## src/rtl/layered_priority_mux.sv

```systemverilog
// layered_priority_mux: N-layer pixel compositor with a two-stage pipeline
// and per-frame sticky collision flags.
// Layer 0 has the highest priority. The background colour is used when no layer wins.
// Optional macro LAYER_TRANSP_KEY_EN: a layer pixel whose colour equals TRANSP_RGB is
// treated as transparent. It falls through to the lower layers and never collides.
// Advance rule: pixel_en is a one-way strobe with no back-pressure. A cycle with
// pixel_en=1 moves every stage forward by one pixel. A cycle with pixel_en=0 freezes
// every register, so the outputs stay stable.
module layered_priority_mux #(
    parameter int               NUM_LAYERS = 8,
    parameter int               RGB_W      = 8,
    parameter logic [RGB_W-1:0] TRANSP_RGB = 8'hFF
) (
    input  logic                          clk,
    input  logic                          resetN,
    input  logic                          pixel_en,
    input  logic                          start_of_frame,
    input  logic [NUM_LAYERS-1:0]         layer_en,
    input  logic [NUM_LAYERS-1:0]         layer_DR,
    input  logic [NUM_LAYERS*RGB_W-1:0]   layer_RGB,
    input  logic [RGB_W-1:0]              background_RGB,
    output logic [RGB_W-1:0]              RGBOut,
    output logic [$clog2(NUM_LAYERS)-1:0] winner_idx,
    output logic                          winner_valid,
    output logic                          collision_pulse,
    output logic [NUM_LAYERS-1:0]         collision_frame
);

    localparam int IDX_W = $clog2(NUM_LAYERS);

`ifdef LAYER_TRANSP_KEY_EN
    localparam bit KEY_EN = 1'b1;
`else
    localparam bit KEY_EN = 1'b0;
`endif

    // Combinational priority resolution
    logic [NUM_LAYERS-1:0] eff_c;
    logic [IDX_W-1:0]      win_idx_c;
    logic [RGB_W-1:0]      win_rgb_c;
    logic                  any_c;
    logic [1:0]            cnt_c;
    logic                  multi_c;

    // Stage 1 registers
    logic [IDX_W-1:0]      s1_idx_q;
    logic [RGB_W-1:0]      s1_rgb_q;
    logic                  s1_any_q;
    logic                  s1_multi_q;
    logic [NUM_LAYERS-1:0] s1_eff_q;
    logic                  s1_sof_q;

    // Stage 2 registers, which also hold the collision accumulator
    logic [RGB_W-1:0]      rgb_q;
    logic [IDX_W-1:0]      idx_q;
    logic                  valid_q;
    logic                  pulse_q;
    logic [NUM_LAYERS-1:0] acc_q;
    logic [NUM_LAYERS-1:0] acc_d;
    logic [NUM_LAYERS-1:0] frame_q;
    logic [NUM_LAYERS-1:0] frame_d;
    logic [NUM_LAYERS-1:0] coll_bits;

    // Effective requests, the lowest-index winner and a saturating count of requests
    always_comb begin
        eff_c     = '0;
        win_idx_c = '0;
        win_rgb_c = background_RGB;
        cnt_c     = 2'd0;
        for (int i = 0; i < NUM_LAYERS; i++) begin
            eff_c[i] = layer_en[i] & layer_DR[i] &
                       ~(KEY_EN && (layer_RGB[i*RGB_W +: RGB_W] == TRANSP_RGB));
        end
        // Scan from the lowest priority upward so that the lowest index wins.
        for (int i = NUM_LAYERS - 1; i >= 0; i--) begin
            if (eff_c[i]) begin
                win_idx_c = IDX_W'(i);
                win_rgb_c = layer_RGB[i*RGB_W +: RGB_W];
            end
        end
        for (int i = 0; i < NUM_LAYERS; i++) begin
            if (eff_c[i] && cnt_c != 2'd2) cnt_c = cnt_c + 2'd1;
        end
        any_c   = |eff_c;
        multi_c = (cnt_c == 2'd2);
    end

    // Stage 1: capture the resolved pixel and its side-band bits
    always_ff @(posedge clk or negedge resetN) begin
        if (!resetN) begin
            s1_idx_q   <= '0;
            s1_rgb_q   <= '0;
            s1_any_q   <= 1'b0;
            s1_multi_q <= 1'b0;
            s1_eff_q   <= '0;
            s1_sof_q   <= 1'b0;
        end else if (pixel_en) begin
            s1_idx_q   <= win_idx_c;
            s1_rgb_q   <= win_rgb_c;
            s1_any_q   <= any_c;
            s1_multi_q <= multi_c;
            s1_eff_q   <= eff_c;
            s1_sof_q   <= start_of_frame;
        end
    end

    // Frame bookkeeping: the SOF pixel publishes the accumulator and then restarts it
    // with only its own collision bits.
    always_comb begin
        coll_bits = s1_multi_q ? s1_eff_q : '0;
        frame_d   = frame_q;
        acc_d     = acc_q | coll_bits;
        if (s1_sof_q) begin
            frame_d = acc_q;
            acc_d   = coll_bits;
        end
    end

    // Stage 2: drive the outputs and update the collision flags
    always_ff @(posedge clk or negedge resetN) begin
        if (!resetN) begin
            rgb_q   <= '0;
            idx_q   <= '0;
            valid_q <= 1'b0;
            pulse_q <= 1'b0;
            acc_q   <= '0;
            frame_q <= '0;
        end else if (pixel_en) begin
            rgb_q   <= s1_rgb_q;
            idx_q   <= s1_any_q ? s1_idx_q : '0;
            valid_q <= s1_any_q;
            pulse_q <= s1_multi_q;
            acc_q   <= acc_d;
            frame_q <= frame_d;
        end
    end

    assign RGBOut          = rgb_q;
    assign winner_idx      = idx_q;
    assign winner_valid    = valid_q;
    assign collision_pulse = pulse_q;
    assign collision_frame = frame_q;

endmodule

```

## config.mk

```make
export PLATFORM = sky130hd
export DESIGN_NAME = layered_priority_mux
export DESIGN_NICKNAME = d
export VERILOG_FILES = /design/src/rtl/layered_priority_mux.sv
export SDC_FILE = /design/constraint.sdc
export NUM_CORES = 1
export LEC_CHECK = 0
export BUFFER_PORTS_ARGS = -buffer_cell sky130_fd_sc_hd__buf_4
export CAP_MARGIN = 20
export CELL_PAD_IN_SITES_DETAIL_PLACEMENT = 0
export CELL_PAD_IN_SITES_GLOBAL_PLACEMENT = 1
export CORE_ASPECT_RATIO = 0.75
export CORE_MARGIN = 3
export CORE_UTILIZATION = 39
export DETAILED_ROUTE_END_ITERATION = 10
export GPL_ROUTABILITY_DRIVEN = 0
export PLACE_DENSITY = 0.88
export SLEW_MARGIN = 20
export SYNTH_ARGS = -nofsm -noshare
export SYNTH_HDL_FRONTEND = slang
export SYNTH_SLANG_ARGS = --single-unit
```

## constraint.sdc

```tcl
create_clock -name clk -period 3.15 [get_ports clk]
set_input_delay 0.63 -clock clk [delete_from_list [all_inputs] [get_ports clk]]
set_output_delay 0.63 -clock clk [all_outputs]
set_load 0.01 [all_outputs]
```

== Yosys cells after proc, flatten, opt, wreduce, memory -nomap -nowiden ==
Cells that the tools add are included.
W data, S select, Z words.
Storage, ports and cells
  flip-flop bits (word level): 51
  input bits: 92
  output and inout port bits: 21
  logic and storage cells: 72
Cells by class
  add/subtract/negate cells: 7
  equal/unequal tests: 8
  mux-type cells: 27
  bitwise operators: 9
  reductions and logical operators: 9
Operators with widths (number)
  $mux W8: 10
  $mux W3: 9
  $add A2 B1 Y2 const B: 7
  $mux W2: 7
  $ne A2 B2 Y1 const B: 7
  $and A1 B1 Y1: 8
  $or A8 B8 Y8: 1
  $reduce_or A8 Y1: 1
  $logic_and A1 B1 Y1: 7
  $eq A2 B2 Y1 const B: 1
  $reduce_and A2 Y1: 1
  $mux W1: 1

== Depth between registers and ports, before layout ==
Gate-level depths: netlist of run 1.
  depth in word-level cells: 24
  gate-level depth with buffers: 14
  gate-level depth less buffers: 12

== Least setup slack after synthesis of run 1 ==
No wires, ideal clock.
  path kind: in2reg
  start: input layer_en[1]
  end: register s1_multi_q
  setup time: 82 ps
  arrival: 2953 ps
  data required time: 3068 ps
  path slack: 115 ps
  cell stages on the path: 14
  path buffers: 2
  cell sequence: and2_1 > clkbuf_1 > inv_1 > ha_1 > buf_4 > and4bb_4 > mux2i_4 > nor2b_1 > or4_4 > nand3_1 > ha_1 > nor2_1 > a311o_1 > a31oi_1
Between the ends
  cells in the longest elaborated chain, start to end: 22
  elaborated cells on any way between the ends: 28
  classes of those cells: 6 x add/sub; 7 x eq/ne; 7 x mux; 1 x bitwise; 7 x reduce/logical
RTL lines
  start: declaration: line 18  | input logic [NUM_LAYERS-1:0] layer_en,
  $and A1 B1 Y1 *: line 71  | eff_c[i] = layer_en[i] & layer_DR[i] &
  $logic_and A1 B1 Y1 *: line 82  | if (eff_c[i] && cnt_c != 2'd2) cnt_c = cnt_c + 2'd1;
  $mux W2 *: line 82
  branches (longest 2 deep; another with $add A2 B1 Y2)
  $mux W2 *: line 82
  branches (longest 2 deep; another with $add A2 B1 Y2)
  $mux W2 *: line 82
  branches (longest 2 deep; another with $add A2 B1 Y2)
  $mux W2 *: line 82
  branches (longest 2 deep; another with $add A2 B1 Y2)
  $mux W2 *: line 82
  branches (longest 2 deep; another with $add A2 B1 Y2)
  $mux W2 *: line 82
  branches (longest 2 deep; another with $add A2 B1 Y2)
  $mux W2 *: line 82
  $eq A2 B2 Y1 *: line 85  | multi_c = (cnt_c == 2'd2);
  end signal: assignment: line 101  | s1_multi_q <= multi_c;
  end: declaration: line 49  | logic s1_multi_q;
Every way passes the cells marked *.
A chain may end at the register's enable or synchronous reset.

== Worst setup path after layout of run 1 ==
Same ends and word-level chain as after synthesis.

==> out/metrics.yaml, run 1 <==
synth_ff_type: "dfrtp_1"
drive_gt1_share_pct: 38.83
nets: 505
dp_hpwl_mm: 6.516
status: "completed"
start_util_pct: 41.40
die_height_um: 80.62
grt_usage_pct: 19.59
hold_viol: 0
tightestPinTransition_ns: 0.6333
synth_edf_count: 0
fin_crit_ns: 2.822
drv_cap: 0
ios: 113
grt-ovfl-total: 0
portBuffers: 112
total_power_mw: 1.790
utilization_pct: 56.39
drt-pass1-iter-count: 4
ir_worst_vdd_mv: 0.2230
core_mm2: 0.006994
cts_resized: 0
worstSetupPathType: "in -> reg"
cp.required_ns: 3.38
final_common_cell: "buf_4"
finalClockSkew_ns: 0.01076
crit_arrival_ns: 3.05
finalCritPeriodShare_pct: 89.57
power.density_mw_per_mm2: 453.9
layout_common_cells: "buf_4 (121), dfrtp_1 (51), nand2_1 (33)"
grt_max_degree: 52
area_growth_pct: 36.21
drc: 0
holdWs_ns: 0.3394
syn_area_per_cell_um2: 9.555
synth_nets: 397
die_w_um: 105.5
relSlewSlack_pct: 57.78
cts_setup_buffers: 0
dieArea_mm2: 0.008505
dp.cells: 502
ant_nets: 0
insertion_delay_ns: 0.31
stdcell_count: 510
cts_hold_buf: 0
reg2regPathDepth: 2
synth_area_mm2: 0.002895
cts_buffers: 5
grt_pass1_wl_mm: 13.17
vias_per_cell: 5.408
end_kind: "flop"
fin_ws_ns: 0.3285
post-place-ws_ns: 0.04301
wl_mm: 8.365
antenna-diode-count: 0
drt_iter0_markers: 140
clock_sinks: 51
finalInstanceArea_mm2: 0.003944
synth-seq-area-share_pct: 44.08
hold_class: "in -> async"
fin_setup_tns_ns: 0
cts_buffer_depth: 2
vias: 2758
wire_per_inst_um: 16.40
async_flop_share_pct: 100.0
yosysWarnings: 0
cts-root-buf: "clkbuf_8"
htreeDepth: 2
grt_pass1_vias: 2704
rsz0062_at_grt: "no"
leakagePower_nw: 1.846
syn_inst: 303
worstPathMaxFanout: 5
antenna_found_initial: 0
clk_pin_slew_ns: 0.09
rows: 26
setup_violations: 0
ys_ff_latch: 51
crit_path_start_kind: "input port"
place_area_mm2: 0.003831
yosysUniqueCellTypes: 48
slew_violations: 0
cts_tree: "done"
fmax_mhz: 354.4
## registers in the layout, summed over array words and instances (netlist names)
| register | flops |
|---|---|
| RGBOut | 8 |
| acc_q | 8 |
| collision_frame | 8 |
| s1_eff_q | 8 |
| s1_rgb_q | 8 |
| s1_idx_q | 3 |
| winner_idx | 3 |
| collision_pulse | 1 |
| s1_any_q | 1 |
| s1_multi_q | 1 |
| s1_sof_q | 1 |
| winner_valid | 1 |
## power breakdown
part	switching [mW]	total [mW]	leakage (nW)	internal (mW)
sequential	0.0593	0.817	0.630	0.758
clock	0.221	0.458	0.0581	0.237
combinational	0.233	0.515	1.16	0.282
total	0.513	1.79	1.85	1.28
## metal layers
metal  vias up  track usage, %  share of wire, %
li1       1338               -                 -
met1      1318           26.17                45
met2        96           31.74                46
met3         6           6.345               8.2
met4         0           3.234              0.79
met5         -               0                 0
## critical path: stages
cell       delay, ns
buf_4           0.09
and2_1          0.14
inv_1           0.06
ha_1            0.25
or3_1           0.38
a2111oi_0       0.42
a211o_1         0.21
nand3_1         0.09
ha_1            0.31
nor3_1          0.18
nand4_1         0.11
a31oi_1         0.17
## layout make-up
cell class / instances / area [um^2]
Clock inverter: 3 / 43.79
Clock buffer: 5 / 68.82
Sequential cell: 51 / 1276
Inverter: 11 / 41.29
Timing Repair Buffer: 121 / 908.4
Multi-Input combinational cell: 221 / 1483
Fill cell: 637 / 3050
Tap cell: 98 / 122.6
## cells by family (layout without fill, tap and decap cells)
| group | after synthesis | count (layout) | synth area share (%) |
|---|---|---|---|
| XOR/XNOR | 2 | 2 | 1.253 |
| adder cells (fa/ha/maj) | 2 | 2 | 0.8642 |
| AND/OR/NAND/NOR | 101 | 101 | 16.68 |
| AO/OA/AOI/OAI | 90 | 90 | 21.91 |
| buffers and inverters | 31 | 140 | 4.711 |
| multiplexers | 26 | 26 | 10.50 |
| flip-flops | 51 | 51 | 44.08 |
## path summary, 6_finish.rpt
check,from,end,slack (ns)
max,layer_en[1],s1_multi_q$_DFFE_PN0P_,0.33
min,resetN,acc_q[6]$_DFFE_PN0P_,0.34
max reg2reg,s1_sof_q$_DFFE_PN0P_,collision_frame[7]$_DFFE_PN0P_,1.78
min reg2reg,s1_eff_q[6]$_DFFE_PN0P_,acc_q[6]$_DFFE_PN0P_,0.50
max in group asynchronous,resetN,s1_rgb_q[2]$_DFFE_PN0P_,2.39
min in group clk,s1_eff_q[6]$_DFFE_PN0P_,acc_q[6]$_DFFE_PN0P_,0.50
## cell usage after synthesis, types with 2 or more instances
| cell type | n | area (um^2) |
|---|---|---|
| a21o_1 | 3 | 22.52 |
| nand2_1 | 33 | 123.9 |
| a21oi_1 | 4 | 20.02 |
| nand4_1 | 3 | 18.77 |
| clkbuf_1 | 16 | 60.06 |
| o22ai_1 | 3 | 18.77 |
| ha_1 | 2 | 25.02 |
| buf_1 | 2 | 7.510 |
| dfrtp_1 | 51 | 1276 |
| a31oi_1 | 10 | 62.56 |
| a211oi_1 | 3 | 22.52 |
| a22o_1 | 9 | 78.83 |
| o221ai_1 | 7 | 61.31 |
| o21ai_0 | 19 | 95.09 |
| o21ai_1 | 7 | 35.03 |
| a311o_1 | 8 | 80.08 |
| and2_1 | 6 | 37.54 |
| nand3_1 | 15 | 75.07 |
| and4_1 | 2 | 17.52 |
| a22oi_1 | 7 | 52.55 |
| inv_1 | 11 | 41.29 |
| a211o_1 | 2 | 17.52 |
| mux2_2 | 25 | 281.5 |
| nor2_1 | 31 | 116.4 |
No activity file was read; power rests on OpenSTA's default activity.
==> run 2: changes to the inputs <==
Settings changed: CTS_BUF_LIST from default to sky130_fd_sc_hd__clkbuf_4 sky130_fd_sc_hd__clkbuf_8 sky130_fd_sc_hd__clkbuf_16, RECOVER_POWER from default to 100.
==> run 2 against run 1 <==
Against the previous run:
- the flow now finishes with violations (capacitance limit, slew limit)
- final cell count is the same
- worst setup slack lost 0.075 ns
- sequential share of layout area is 0.75 points higher
==> out/metrics.yaml, run 2 (synthesis gave the netlist of run 1 again) <==
drv_cap: 1  # +1
cts_buffers: 5  # unchanged
htreeDepth: 2  # unchanged
worstSetupPathType: "in -> reg"
drt-pass1-iter-count: 4  # unchanged
wire_per_inst_um: 16.51  # +0.67%
holdPathStages: 1
cts_hold_buf: 0  # unchanged
crit_family: "buffers and inverters"
area_growth_pct: 33.15
grt-ovfl-total: 0  # unchanged
holdPathEnd: "acc_q[6]$_DFFE_PN0P_"
cts_tree: "done"
core_mm2: 0.006994  # unchanged
start_util_pct: 41.40  # unchanged
setup_violations: 0  # unchanged
nets: 505  # unchanged
antenna_found_initial: 0  # unchanged
cts_resized: 0  # unchanged
fin_setup_tns_ns: 0  # unchanged
grt_pass1_wl_mm: 13.17  # unchanged
slowest_stage: "clkbuf_1"
status: "complete, but fails checks"
cp_num_cells: 4  # -8
finalCritPeriodShare_pct: 91.96  # +2.4 points
cts_setup_buffers: 0  # unchanged
hold_class: "reg -> reg"
r2r_setup_slack_ns: 1.79  # about the same
layout_common_cells: "buf_4 (97), dfrtp_1 (51), nand2_1 (33)"
path_cells: "clkbuf_1 -> clkbuf_1 -> and2_0 -> a22o_1"
clock_sinks: 51  # unchanged
grt_usage_pct: 19.59  # unchanged
end_kind: "flop"
relSlewSlack_pct: -39.61  # -97 points
final_common_cell: "buf_4"
cts_buffer_depth: 2  # unchanged
hold_viol: 0  # unchanged
r2r_end: "collision_frame[6]$_DFFE_PN0P_"
die_w_um: 105.5  # unchanged
grt_pass1_vias: 2704  # unchanged
cts-root-buf: "clkbuf_8"
ant_nets: 0  # unchanged
clk_pin_slew_ns: 0.09  # about the same
vias_per_cell: 5.441  # +0.62%
rows: 26  # unchanged
vias: 2775  # +0.62%
total_power_mw: 1.746  # -2.5%
cp.required_ns: 3.39  # about the same
rsz0062_at_grt: "no"
drc: 0  # unchanged
crit_path_start_kind: "input port"
leakagePower_nw: 1.757  # -4.8%
insertion_delay_ns: 0.31  # about the same
dp_hpwl_mm: 6.516  # unchanged
r2r-start: "s1_sof_q$_DFFE_PN0P_"
violations: "capacitance limit, slew limit"
portBuffers: 112  # unchanged
slew_violations: 51  # +51
die_height_um: 80.62  # unchanged
crit_top_cell: "clkbuf_1"
dieArea_mm2: 0.008505  # unchanged
crit_arrival_ns: 3.14  # +0.09 ns
drive_gt1_share_pct: 33.25  # -5.6 points
power.density_mw_per_mm2: 452.9  # -0.21%
worstPathMaxFanout: 50  # +45
critical-path-max-stage-delay_ns: 1.53  # +1.11 ns
tightestPinTransition_ns: 2.094  # +1.461 ns
antenna-diode-count: 0  # unchanged
finalClockSkew_ns: 0.009401  # -0.001355 ns
ir_worst_vdd_mv: 0.2102  # -5.7%
drt_iter0_markers: 138  # -1.4%
fin_crit_ns: 2.897  # +0.07535 ns
fmax_mhz: 345.2  # -2.6%
ios: 113  # unchanged
reg2regPathDepth: 2  # unchanged
grt_max_degree: 52  # unchanged
min_from: "s1_eff_q[6]$_DFFE_PN0P_"
wl_mm: 8.421  # +0.67%
cp.buffers_inverters: 2  # unchanged
==> run 2: cell types whose count changed in the layout (fill, tap and decap cells not counted) <==
cell,before,now
buf_4,121,97
clkbuf_1,0,23
o21ai_0,19,26
o21ai_1,7,0
and2_0,0,1
and2_1,6,5
clkbuf_2,0,1
==> run 2: cell type report <==
class | count | area, um^2
well taps | 98 | 122.6
fillers | 643 | 3139
clock inverters | 3 | 43.79
inverters | 11 | 41.29
repair buffers | 121 | 819.5
clock buffers | 5 | 68.82
multi-input cells | 221 | 1483
flip-flops and latches | 51 | 1276
==> run 2: how the worst max path moves through the flow <==
stage | start | end | slack (ns)
2_1_floorplan | layer_en[1] | s1_multi_q$_DFFE_PN0P_ | 0.12
3_3_place_gp | layer_en[1] | s1_multi_q$_DFFE_PN0P_ | 0.15
3_5_place_dp | layer_en[1] | s1_multi_q$_DFFE_PN0P_ | 0.04
4_1_cts | layer_en[1] | s1_multi_q$_DFFE_PN0P_ | 0.35
5_1_grt | layer_en[1] | s1_multi_q$_DFFE_PN0P_ | 0.03
6_report | pixel_en | acc_q[5]$_DFFE_PN0P_ | 0.25
==> run 2: metal layers <==
| metal | track usage (%) | part of all wire [%] | up-vias |
|---|---|---|---|
| li1 | - | - | 1341 |
| met1 | 26.17 | 45 | 1318 |
| met2 | 31.74 | 46 | 110 |
| met3 | 6.345 | 8.3 | 6 |
| met4 | 3.234 | 0.77 | 0 |
| met5 | 0 | 0 | - |
==> run 2: metrics by stage <==
step	hold slack, ns	util, %	cells	worst slack (ns)	area [um^2]
2_1_floorplan	0.3344	-	303	0.1151	2895
3_3_place_gp	0.4805	54.78	502	0.1471	3831
3_5_place_dp	0.4851	54.78	502	0.04301	3831
4_1_cts	0.3579	56.39	510	0.3499	3944
5_1_grt	0.5283	55.12	510	0.02533	3855
6_report	0.5061	55.12	510	0.2531	3855
==> run 2: power breakdown <==
group | switching [mW] | internal, mW
Sequential | 0.0581 | 0.758
Combinational | 0.233 | 0.237
Clock | 0.223 | 0.237
Total | 0.514 | 1.23
